### config.mk
export PLATFORM = sky130hd
export DESIGN_NAME = hazard_unit_p
export DESIGN_NICKNAME = d
export VERILOG_FILES = /design/src/rtl/hazard_pkg.sv /design/src/rtl/hazard_fwd_sel.sv /design/src/rtl/hazard_unit_p.sv
export SDC_FILE = /design/constraint.sdc
export NUM_CORES = 1
export LEC_CHECK = 0
export ABC_AREA = 1
export ABC_CLOCK_PERIOD_IN_PS = 4400
export CAP_MARGIN = 20
export CELL_PAD_IN_SITES_DETAIL_PLACEMENT = 1
export CELL_PAD_IN_SITES_GLOBAL_PLACEMENT = 1
export CORE_MARGIN = 2
export CORE_UTILIZATION = 32
export DETAILED_ROUTE_END_ITERATION = 7
export PLACE_DENSITY_LB_ADDON = 0.2
export RECOVER_POWER = 25
export SLEW_MARGIN = 25
export SYNTH_ARGS = -nofsm -noshare
export SYNTH_HDL_FRONTEND = slang
export SYNTH_SLANG_ARGS = --single-unit
### constraint.sdc
create_clock -name clk -period 4.4 [get_ports clk]
set_input_delay 0.88 -clock clk [delete_from_list [all_inputs] [get_ports clk]]
set_output_delay 0.88 -clock clk [all_outputs]
set_load 0.005 [all_outputs]
### src/rtl/hazard_pkg.sv
// rtl/hazard_pkg.sv - shared encodings for the parametrised hazard unit
package hazard_pkg;

    // EX operand source selects
    localparam logic [1:0] FWD_RF  = 2'b00;
    localparam logic [1:0] FWD_WB  = 2'b01;
    localparam logic [1:0] FWD_MEM = 2'b10;

    // bubble counter width; bounds LOAD_LAT to 15
    localparam int CNT_W = 4;

    typedef enum logic {
        IDLE  = 1'b0,
        STALL = 1'b1
    } hz_state_e;

endpackage

### src/rtl/hazard_fwd_sel.sv
// rtl/hazard_fwd_sel.sv - single-operand forwarding priority selector
module hazard_fwd_sel
    import hazard_pkg::*;
#(
    parameter int AW        = 5,
    parameter int ZERO_SKIP = 1
) (
    input  logic [AW-1:0] src,
    input  logic          mem_regw,
    input  logic [AW-1:0] mem_rd,
    input  logic          wb_regw,
    input  logic [AW-1:0] wb_rd,
    output logic [1:0]    sel
);

    logic src_ok;

    // $zero is hardwired, so it is never a forwarding candidate when ZERO_SKIP is set
    assign src_ok = (ZERO_SKIP == 0) || (src != '0);

    // MEM holds the younger result, so it wins over WB
    always_comb begin
        sel = FWD_RF;
        if (mem_regw && (mem_rd == src) && src_ok) begin
            sel = FWD_MEM;
        end else if (wb_regw && (wb_rd == src) && src_ok) begin
            sel = FWD_WB;
        end
    end

endmodule

### src/rtl/hazard_unit_p.sv
// rtl/hazard_unit_p.sv - load-use stall FSM, branch flush, forwarding and stall statistics
module hazard_unit_p
    import hazard_pkg::*;
#(
    parameter int AW        = 5,
    parameter int LOAD_LAT  = 1,
    parameter int CW        = 16,
    parameter int ZERO_SKIP = 1
) (
    input  logic          clk,
    input  logic          rst,
    input  logic [AW-1:0] id_rs,
    input  logic [AW-1:0] id_rt,
    input  logic          ex_memr,
    input  logic [AW-1:0] ex_rt,
    input  logic [AW-1:0] ex_rs_src,
    input  logic [AW-1:0] ex_rt_src,
    input  logic          mem_regw,
    input  logic [AW-1:0] mem_rd,
    input  logic          wb_regw,
    input  logic [AW-1:0] wb_rd,
    input  logic          branch_taken,
    output logic          pcw,
    output logic          s1w,
    output logic          mux,
    output logic          flush,
    output logic [1:0]    fwd_a,
    output logic [1:0]    fwd_b,
    output logic [CW-1:0] stall_cycles
);

    // remaining bubbles after the one issued in the detecting IDLE cycle
    localparam logic [CNT_W-1:0] LAT_M1 = CNT_W'(LOAD_LAT - 1);

    hz_state_e        state_q, state_d;
    logic [CNT_W-1:0] cnt_q, cnt_d;
    logic [CW-1:0]    stall_q, stall_d;
    logic             hz;
    logic [1:0]       sel_a, sel_b;

    // load in EX whose destination feeds an ID source operand
    assign hz = ex_memr && ((ex_rt == id_rs) || (ex_rt == id_rt))
                && !((ZERO_SKIP != 0) && (ex_rt == '0));

    hazard_fwd_sel #(.AW(AW), .ZERO_SKIP(ZERO_SKIP)) u_fwd_a (
        .src      (ex_rs_src),
        .mem_regw (mem_regw),
        .mem_rd   (mem_rd),
        .wb_regw  (wb_regw),
        .wb_rd    (wb_rd),
        .sel      (sel_a)
    );

    hazard_fwd_sel #(.AW(AW), .ZERO_SKIP(ZERO_SKIP)) u_fwd_b (
        .src      (ex_rt_src),
        .mem_regw (mem_regw),
        .mem_rd   (mem_rd),
        .wb_regw  (wb_regw),
        .wb_rd    (wb_rd),
        .sel      (sel_b)
    );

    // forwarding selects are held at register-file while in reset
    always_comb begin
        fwd_a = sel_a;
        fwd_b = sel_b;
        if (rst) begin
            fwd_a = FWD_RF;
            fwd_b = FWD_RF;
        end
    end

    // next state and Mealy controls: reset, then branch flush, then stall logic
    always_comb begin
        state_d = state_q;
        cnt_d   = cnt_q;
        pcw     = 1'b1;
        s1w     = 1'b1;
        mux     = 1'b1;
        flush   = 1'b0;
        if (rst) begin
            state_d = IDLE;
            cnt_d   = '0;
        end else if (branch_taken) begin
            // target must load, ID instruction is squashed, any stall is abandoned
            flush   = 1'b1;
            mux     = 1'b0;
            state_d = IDLE;
            cnt_d   = '0;
        end else begin
            case (state_q)
                IDLE: begin
                    if (hz) begin
                        pcw = 1'b0;
                        s1w = 1'b0;
                        mux = 1'b0;
                        if (LOAD_LAT > 1) begin
                            cnt_d   = LAT_M1;
                            state_d = STALL;
                        end
                    end
                end
                STALL: begin
                    // hz is not re-examined until the stall has drained
                    pcw   = 1'b0;
                    s1w   = 1'b0;
                    mux   = 1'b0;
                    cnt_d = cnt_q - 1'b1;
                    if (cnt_q == 1) begin
                        state_d = IDLE;
                    end
                end
                default: begin
                    state_d = IDLE;
                    cnt_d   = '0;
                end
            endcase
        end
    end

    // saturating count of cycles in which the PC was held
    always_comb begin
        stall_d = stall_q;
        if (rst) begin
            stall_d = '0;
        end else if (!pcw && (stall_q != {CW{1'b1}})) begin
            stall_d = stall_q + 1'b1;
        end
    end

    // state registers
    always_ff @(posedge clk) begin
        state_q <= state_d;
        cnt_q   <= cnt_d;
        stall_q <= stall_d;
    end

    assign stall_cycles = stall_q;

endmodule

==> key figures, run 1 <==
Run status
  – Status: completed

STA
  – Period utilization: 0.802
  – Worst Max-Slew Pin Slew: 0.349 ns
  – Hold Violations, Final: 0
  – Fin Clk Skew: 0.00615 ns
  – Period minus WS final: 3.53 ns
  – RSZ-0062 raised after global routing: false
  – Relative slew slack: 0.761
  – Max-slew violations: 0
  – Peak Freq: 0.283 GHz
  – Setup Viol. Count Final: 0
  – Setup_tns: 0 ns

Clocking
  – Max clock buf depth: 2
  – Worst-path clk slew: roughly 0.08 ns
  – CTS Buf Count: 3
  – Clk root buf: clkbuf_8
  – CTS Hold Bufs: 0
  – H-Tree Level Count: 1
  – Worst-Skew Late Latency: 0.27 ns
  – Clk sinks: 21
  – CTS tree: done
  – Cts repair resizes: 0
  – Post-CTS Setup Repair Bufs: 0

Drt
  – Number of vias per cell: 4.87
  – Residual DRC: 0
  – Routed via count: 1968
  – WL final: 5300 µm
  – ANT nets after route: 0
  – Number of DRC markers in iteration 0: 61
  – Routed wire per std cell: 13.1 µm
  – Number of detailed-route iterations in the first pass: 4

Global route
  – Largest net degree at the start of global routing: 22
  – Vias in the first global route: 2035
  – Antenna violations before repair: 0
  – Tot GR Track Use: 0.185
  – Gr ovfl total: 0
  – First-pass GRT wire length: 9260 µm

Worst setup path
  – R2R depth: 9
  – FF-to-FF End: stall_cycles[9]
  – FF-to-FF Start: stall_cycles[0]
  – Req. time, crit path: 3.52 ns
  – Crit-path max FO: 2
  – Setup crit end kind: primary output
  – Crit path from: rst
  – Reg2reg setup slack: 2.37 ns
  – Critical Path AT: 2.65 ns
  – Worst Setup EP: fwd_a[0]
  – Crit Path Class: in2out
  – Crit start category: input pin

Power and ir drop
  – Final Total Pwr: 0.000423 W
  – Leakage: 0.954 nW
  – Worst VDD drop: 128 µV
  – PwrDens: 170 mW/mm²

Floorplanning
  – Initial core utilization: 0.335
  – Die width: 77.5 µm
  – Die height: 77.5 µm
  – # IOs: 65
  – Core Rows: 26
  – Core area: 0.00517 mm²
  – Die area: 0.00601 mm²

Cells and area
  – Synthesis-to-finish area growth: 43.5%
  – Ant diodes: 0
  – Layout cells sized above 1: 0.0659
  – Fin cells: approximately 400
  – NumNets Final: around 380

Synth
  – Post-synth ARST share: 0
  – Area contributors post-synth: dfxtp_1 (24%), nand2_1 (13%), inv_1 (7.8%)
  – Syn_nets: 315
  – Top-area cell type share of the netlist area: 0.243
  – Prevailing post-synth register cell: dfxtp_1
  – Most common cell in the netlist: nand2_1
  – Commonest cells post-synth: nand2_1 (62), inv_1 (36), nor2_1 (28)
  – EDFF count, synth: 0
  – Cell taking the most area after synthesis: dfxtp_1
  – Syn Area/Cell: 6.39 µm²
  – Synth Register Bits: 21
  – Syn. warnings: 0
  – Library cells used by synthesis: 32
  – Sequential-to-total area share from yosys stat: 0.243
  – Gate count of the mapped netlist: 271
  – Mapped Area: ~0.0017 mm²

Placement
  – Inst Count DP: 400
  – GP Congestion: 0.737
  – Dpl hpwl: approximately 4200 µm
  – PortBufs: 64

Worst hold path
  – Class of the worst hold path: reg2reg
  – Hold Path Cell Cnt: 2

Flow run
  – # Max-Cap Violations: 0
-- flip-flops by register name, summed over array words and instances (netlist names) --
register      cells
state_q           1
cnt_q             4
stall_cycles     16
-- worst max-delay path: stages --
cell and delay [ns]:
dlygate4sd3_1 0.56, inv_1 0.08, nand2_1 0.06, a2111oi_0 0.37
nand2_1 0.09, nor2_1 0.10, clkdlybuf4s50_1 0.51
-- routing by layer --
layer	global-route usage	wire length [µm]	up-vias
met1	0.239	2520	907
met2	0.318	2470	46
met5	0	0	-
met3	0.0477	283	2
met4	0.0214	23	0
li1	-	-	1013
-- metrics by stage --
step | utilization | hold slack, ns | worst slack, ns | area, µm²
6_report | 0.480 | 0.490 | 0.869 | 2480
3_5_place_dp | 0.471 | 0.481 | 0.866 | 2440
2_1_floorplan | - | 0.445 | 1.68 | 1730
3_3_place_gp | 0.471 | 0.463 | 0.889 | 2440
4_1_cts | 0.480 | 0.493 | 0.853 | 2480
5_1_grt | 0.480 | 0.537 | 0.720 | 2480
-- cells by family after synthesis --
kind of cell,Yosys count,share of synthesized area
XOR/XNOR,24,0.121
AND/OR/NAND/NOR,136,0.357
AO/OA/AOI/OAI,39,0.145
buffers and inverters,48,0.112
adder cells (fa/ha/maj),3,0.0217
flip-flops,21,0.243
-- layout by cell type (no fill, tap or decap) --
cell type        Yosys  routed
xnor2_1             10      10
clkinv_1             1       1
a221oi_1             2       2
a311oi_1             1       1
ha_1                 3       3
a21oi_2              5       5
dfxtp_1             21      21
o21ai_0              5       5
buf_4                1       3
clkinv_2             0       1
clkbuf_8             0       3
a2111oi_0            1       1
nor3_2               1       1
nand4_1             17      17
nor3_1               6       6
nand2_2              3       3
nand2_1             62      62
o211ai_1             1       1
nor2_2               2       2
inv_1               36      36
a21oi_1             14      14
xor2_1              14      14
nand3_4              1       1
o22ai_1              3       3
nand3_1             13      13
inv_2                3       3
and3_1               2       2
clkdlybuf4s50_1      0      56
o21ai_1              1       1
a211oi_1             6       6
nand3b_1             1       1
nor2_1              28      28
dlygate4sd3_1        0       8
-- worst min-delay path by stage --
stage                   from  endpoint  slack (ns)
finish              cnt_q[3]  cnt_q[3]        0.49
global placement    cnt_q[3]  cnt_q[3]        0.46
detailed placement  cnt_q[3]  cnt_q[3]        0.48
floorplan           cnt_q[3]  cnt_q[3]        0.45
CTS                 cnt_q[3]  cnt_q[3]        0.49
global route        cnt_q[3]  cnt_q[3]        0.54
-- power breakdown --
part	internal (W)	switching [W]	total, W
combinational	0.0000529	0.0000453	0.0000982
clock	0.0000633	0.0000709	0.000134
sequential	0.000190	0.000000163	0.000190
total	0.000306	0.000116	0.000423
-- area by class of cell --
cell class                 count  area [µm²]
fill                         677        2690
multi-input combinational    202        1120
timing repair buffer          67         663
sequential                    21         420
inverter                      40         150
tap                           70        87.6
clock buffer                   3        41.3
clock inverter                 1        5.00
(Power assumes the default switching activity.)
==> run 2, diff against run 1 <==
--- a/config.mk
+++ b/config.mk
@@ -6,12 +6,12 @@
 export NUM_CORES = 1
 export LEC_CHECK = 0
 export ABC_AREA = 1
-export ABC_CLOCK_PERIOD_IN_PS = 4400
+export ABC_CLOCK_PERIOD_IN_PS = 3400
 export CAP_MARGIN = 20
 export CELL_PAD_IN_SITES_DETAIL_PLACEMENT = 1
 export CELL_PAD_IN_SITES_GLOBAL_PLACEMENT = 1
 export CORE_MARGIN = 2
-export CORE_UTILIZATION = 32
+export CORE_UTILIZATION = 30
 export DETAILED_ROUTE_END_ITERATION = 7
 export PLACE_DENSITY_LB_ADDON = 0.2
 export RECOVER_POWER = 25
==> constraint.sdc (replaced) <==
create_clock -name clk -period 3.4 [get_ports clk]
set_input_delay 0.68 -clock clk [delete_from_list [all_inputs] [get_ports clk]]
set_output_delay 0.68 -clock clk [all_outputs]
set_load 0.005 [all_outputs]
==> key figures, run 2 (synthesis results as in run 1) <==
Clocking
  – Clk sinks: 21 (unchanged)
  – Max clock buf depth: 2 (unchanged)
  – H-Tree Level Count: 1 (unchanged)
  – Worst-Skew Late Latency: 0.26 ns (about the same)
  – Worst-path clk slew: 0.08 ns (about the same)
  – Clk root buf: clkbuf_8
  – Post-CTS Setup Repair Bufs: 0 (unchanged)
  – CTS Buf Count: 3 (unchanged)
  – CTS Hold Bufs: 0 (unchanged)
  – CTS tree: done
  – Cts repair resizes: 0 (unchanged)

Worst setup path
  – Crit-path cells: clkdlybuf4s50_1 -> xnor2_1 -> o211ai_1 -> a2111oi_0 -> nand2_1 -> nor2_1 -> clkdlybuf4s50_1
  – Worst path max stage delay: 0.55 ns (about the same)
  – Crit-path max FO: 3 (+1)
  – FF-to-FF End: stall_cycles[9]
  – Crit path depth: 7 (unchanged)
  – FF-to-FF Start: stall_cycles[0]
  – R2R depth: 9 (unchanged)
  – Bufs and invs on worst path: 2 (-1)
  – Critical Path AT: 2.54 ns (-0.11 ns)
  – Crit start category: input pin
  – Reg2reg setup slack: 1.34 ns (-1.03 ns)
  – Most frequent cell on the critical path: clkdlybuf4s50_1
  – Setup crit end kind: primary output
  – CP delay by family, top: buffers and inverters
  – Slowest library cell on the worst path: clkdlybuf4s50_1
  – Req. time, crit path: 2.72 ns (-0.80 ns)
  – Crit Path Class: in2out

Cells and area
  – Ant diodes: 0 (unchanged)
  – Fin cells: 406 (+0.50%)
  – Most frequent cells in the layout: nand2_1 (62), clkdlybuf4s50_1 (55), inv_1 (36)
  – Synthesis-to-finish area growth: 43.3%
  – Commonest non-fill, non-tap cell in the layout: nand2_1
  – NumNets Final: 379 (unchanged)
  – Max reg flops: 16 (unchanged)
  – Layout cells sized above 1: 0.0629 (-0.00299)
  – Design area: 0.00248 mm² (-0.15%)
  – Fillers: 755 (+12%)

Drt
  – Number of detailed-route iterations in the first pass: 4 (unchanged)
  – Number of vias per cell: 4.93 (+1.2%)
  – Residual DRC: 0 (unchanged)
  – Number of DRC markers in iteration 0: 68 (+11%)
  – ANT nets after route: 0 (unchanged)
  – Routed wire per std cell: 13.0 µm (-1.0%)
  – WL final: 5270 µm (-0.55%)
  – Routed via count: 2001 (+1.7%)

STA
  – Worst Max-Slew Pin Slew: 0.988 ns (+0.639 ns)
  – Setup Viol. Count Final: 0 (unchanged)
  – Relative slew slack: 0.341 (-0.420)
  – Setup_tns: 0 ns (unchanged)
  – Fin Clk Skew: 0.00619 ns (+0.0000405 ns)
  – Peak Freq: 0.310 GHz
  – Final hold slack: 0.478 ns (-0.0126 ns)
  – Period minus WS final: 3.22 ns
  – Max-slew violations: 0 (unchanged)
  – Hold Violations, Final: 0 (unchanged)
  – Period utilization: 0.948
  – RSZ-0062 raised after global routing: false

Floorplanning
  – Core area: 0.00554 mm² (+7.1%)
  – Die height: 79.9 µm (+3.1%)
  – Core Rows: 27 (+3.8%)
  – Die area: 0.00639 mm² (+6.3%)
  – # IOs: 65 (unchanged)
  – Die width: 79.9 µm (+3.1%)
  – Initial core utilization: 0.312 (-0.0222)

Power and ir drop
  – Leakage: 0.956 nW (+0.24%)
  – PwrDens: 218 mW/mm² (+28%)
  – Final Total Pwr: 0.000540 W (+28%)
  – Worst VDD drop: 132 µV (+3.5%)

Global route
  – Vias in the first global route: 2079 (+2.2%)
  – Antenna violations before repair: 0 (unchanged)
  – Largest net degree at the start of global routing: 21 (-4.5%)
  – First-pass GRT wire length: 9080 µm (-1.9%)
  – Gr ovfl total: 0 (unchanged)
  – Tot GR Track Use: 0.175 (-0.00961)

Worst hold path
  – Class of the worst hold path: reg2reg
  – Hold_sp: cnt_q[3]
  – Hold Path Cell Cnt: 2 (unchanged)
  – Hold endpoint: cnt_q[3]

Placement
  – GP Congestion: 0.746 (+1.1%)
  – Area after DPL: 0.00244 mm² (+0.10%)
  – Dpl hpwl: 4230 µm (+1.3%)
  – PortBufs: 64 (unchanged)
  – Inst Count DP: 402 (+0.50%)

Run status
  – Status: completed

Flow run
  – # Max-Cap Violations: 0 (unchanged)
run 2: worst max-delay path by stage:
stage	startpoint	slack, ns	to
finish	ex_rs_src[4]	0.18	fwd_a[0]
global route	ex_rs_src[4]	0.009	fwd_a[0]
detailed placement	ex_rs_src[4]	0.14	fwd_a[0]
floorplan	ex_rt[4]	1.08	s1w
CTS	ex_rs_src[4]	0.14	fwd_a[0]
global placement	ex_rs_src[4]	0.24	fwd_a[0]
run 2: stage by stage:
| step | setup slack [ns] | util |
|---|---|---|
| floorplan | 1.08 | - |
| global placement | 0.242 | 0.440 |
| detailed placement | 0.140 | 0.440 |
| CTS | 0.138 | 0.449 |
| global route | 0.00901 | 0.448 |
| finish | 0.178 | 0.448 |
run 2: report_power, final:
group	switching, W	internal [W]	total, W
Clock	0.0000854	0.0000816	0.000167
Combinational	0.0000588	0.0000678	0.000127
Sequential	0.000000205	0.000246	0.000246
Total	0.000144	0.000395	0.000540
run 2: routing by layer:
layer | share of wire | GRT usage | vias up
li1 | - | - | 1021
met1 | 0.49 | 0.229 | 929
met2 | 0.44 | 0.290 | 47
met3 | 0.065 | 0.0430 | 4
met4 | 0.0063 | 0.0390 | 0
met5 | 0 | 0 | -
run 2: tightest hold or removal path, cell delays in order, from the launching register on:
cell and delay, ns:
dfxtp_1 0.30, inv_1 0.07, a21oi_1 0.06
run 2: layout make-up:
class / instances / area [µm²] / area share
clock inverters: 1 / 5.00 / 0.00202
multi-input cells: 202 / 1120 / 0.450
well taps: 72 / 90.1 / 0.0363
repair buffers: 67 / 657 / 0.265
flip-flops and latches: 21 / 420 / 0.170
inverters: 40 / 150 / 0.0605
clock buffers: 3 / 41.3 / 0.0166
==> run 3, diff against run 2 <==
--- a/config.mk
+++ b/config.mk
@@ -10,6 +10,7 @@
 export CAP_MARGIN = 20
 export CELL_PAD_IN_SITES_DETAIL_PLACEMENT = 1
 export CELL_PAD_IN_SITES_GLOBAL_PLACEMENT = 1
+export CORE_ASPECT_RATIO = 0.75
 export CORE_MARGIN = 2
 export CORE_UTILIZATION = 30
 export DETAILED_ROUTE_END_ITERATION = 7
==> constraint.sdc (replaced) <==
create_clock -name clk -period 3.4 [get_ports clk]
set_input_delay 0.68 -clock clk [delete_from_list [all_inputs] [get_ports clk]]
set_output_delay 0.68 -clock clk [all_outputs]
set_load 0.02 [all_outputs]
==> key figures, run 3 (synthesis results as in run 1) <==
Run status
  – Status: completed

Worst setup path
  – Crit-path cells: clkdlybuf4s50_1 -> inv_1 -> nand3b_1 -> nor3_1 -> a211oi_1 -> and3_1 -> inv_1 -> nor2_1 -> clkdlybuf4s50_1
  – CP delay by family, top: buffers and inverters
  – Worst path max stage delay: 0.62 ns (+0.07 ns)
  – Req. time, crit path: 2.72 ns (about the same)
  – R2R depth: 9 (unchanged)
  – Reg2reg setup slack: 1.25 ns (-0.09 ns)
  – Setup crit end kind: primary output
  – Critical Path AT: 2.57 ns (+0.03 ns)
  – FF-to-FF Start: stall_cycles[0]
  – Crit start category: input pin
  – Bufs and invs on worst path: 4 (+2)
  – Crit-path max FO: 4 (+1)
  – Crit Path Class: in2out
  – Slowest library cell on the worst path: clkdlybuf4s50_1
  – FF-to-FF End: stall_cycles[12]

STA
  – Peak Freq: 0.308 GHz (-0.74%)
  – Relative slew slack: 0.343 (+0.00208)
  – Worst Max-Slew Pin Slew: 0.985 ns (-0.00312 ns)
  – Fin Clk Skew: 0.00914 ns (+0.00294 ns)
  – Period minus WS final: 3.25 ns (+0.0239 ns)
  – PnR worst setup slack: 0.154 ns (-0.0239 ns)
  – Final hold slack: 0.498 ns (+0.0198 ns)
  – Period utilization: 0.955 (+0.00704)
  – RSZ-0062 raised after global routing: false
  – Hold Violations, Final: 0 (unchanged)
  – Setup Viol. Count Final: 0 (unchanged)
  – Max-slew violations: 0 (unchanged)
  – Setup_tns: 0 ns (unchanged)

Clocking
  – Worst-path clk slew: 0.08 ns (about the same)
  – CTS Buf Count: 3 (unchanged)
  – Post-CTS Setup Repair Bufs: 0 (unchanged)
  – H-Tree Level Count: 1 (unchanged)
  – CTS tree: done
  – Clk root buf: clkbuf_8
  – Max clock buf depth: 2 (unchanged)
  – Worst-Skew Late Latency: 0.27 ns (about the same)
  – Clk sinks: 21 (unchanged)
  – Cts repair resizes: 0 (unchanged)
  – CTS Hold Bufs: 0 (unchanged)

Drt
  – Routed via count: 1985 (-0.80%)
  – ANT nets after route: 0 (unchanged)
  – Number of vias per cell: 4.85 (-1.5%)
  – Residual DRC: 0 (unchanged)
  – Number of DRC markers in iteration 0: 102 (+50%)
  – Routed wire per std cell: 13.4 µm (+3.6%)
  – Number of detailed-route iterations in the first pass: 4 (unchanged)
  – WL final: 5500 µm (+4.4%)

Floorplanning
  – Core Rows: 23 (-15%)
  – Core area: 0.00544 mm² (-1.8%)
  – # IOs: 65 (unchanged)
  – Die width: 91.7 µm (+15%)
  – Initial core utilization: 0.318 (+0.00582)
  – Die area: 0.00640 mm² (about the same)
  – Die height: 69.8 µm (-13%)

Placement
  – Placement Setup Slack: 0.166 ns (+0.0256 ns)
  – PortBufs: 64 (unchanged)
  – GP Congestion: 0.862 (+16%)
  – Dpl hpwl: 4320 µm (+2.2%)

Global route
  – Vias in the first global route: 2002 (-3.7%)
  – Largest net degree at the start of global routing: 21 (unchanged)
  – Tot GR Track Use: 0.173 (-0.00237)
  – Antenna violations before repair: 0 (unchanged)
  – First-pass GRT wire length: 9250 µm (+1.9%)
  – Gr ovfl total: 0 (unchanged)

Cells and area
  – Synthesis-to-finish area growth: 43.5%
  – Most frequent cells in the layout: nand2_1 (62), clkdlybuf4s50_1 (57), inv_1 (36)
  – Max reg flops: 16 (unchanged)
  – Layout cells sized above 1: 0.0629 (unchanged)
  – Commonest non-fill, non-tap cell in the layout: nand2_1
  – NumNets Final: 379 (unchanged)
  – Ant diodes: 0 (unchanged)

Worst hold path
  – Hold Path Cell Cnt: 2 (unchanged)
  – Hold_sp: cnt_q[1]
  – Hold endpoint: cnt_q[1]
  – Class of the worst hold path: reg2reg

Flow run
  – # Max-Cap Violations: 0 (unchanged)

Power and ir drop
  – Final Total Pwr: 0.000544 W (+0.75%)
  – Worst VDD drop: 104 µV (-21%)
  – Leakage: 0.946 nW (-1.1%)
  – PwrDens: 219 mW/mm² (+0.60%)
[run 3: changes by cell type in the layout (fill, tap and decap cells not counted), sizes merged]
cell	previous run	this run
clkdlybuf4s50	55	57
dlygate4sd3	9	7
[run 3: how the worst max path moves through the flow]
stage / to / cells past startpoint / slack [ns] / from
finish: fwd_a[1] / 9 / 0.15 / ex_rs_src[1]
global route: fwd_b[1] / 9 / 0.02 / ex_rt_src[2]
CTS: fwd_a[1] / 9 / 0.15 / ex_rs_src[1]
detailed placement: fwd_a[1] / 9 / 0.17 / ex_rs_src[1]
global placement: fwd_a[0] / 7 / 0.15 / ex_rs_src[4]
floorplan: mux / 10 / 0.88 / id_rt[0]
[run 3: cell type report]
class                           count  area [µm²]
Clock inverter                      1        5.00
Timing Repair Buffer               67         657
Multi-Input combinational cell    202        1120
Clock buffer                        3        41.3
Sequential cell                    21         420
Inverter                           40         150
Tap cell                           75        93.8
Fill cell                         706        2960
[run 3: tightest hold or removal path, cell delays in order, from the launching register on]
cell,delay [ns]
dfxtp_1,0.32
nor2_1,0.08
a211oi_1,0.05
[run 3: per-stage QoR]
stage	instances	cell area (µm²)	util
2_1_floorplan	271	1730	-
3_5_place_dp	405	2440	0.449
4_1_cts	409	2490	0.458
6_report	409	2480	0.457
5_1_grt	409	2480	0.457
3_3_place_gp	405	2440	0.449
[run 3: layer usage]
layer  routed length, µm  up-vias  track usage
met2                2320       49        0.281
met4                  12        0       0.0149
met5                   0        -            0
met3                 313        2       0.0413
li1                    -     1011            -
met1                2860      923        0.242
[run 3: report_power, final]
group	switching, W	internal, W	total, W
registers	0.000000221	0.000246	0.000246
logic	0.0000618	0.0000676	0.000129
clock network	0.0000865	0.0000817	0.000168
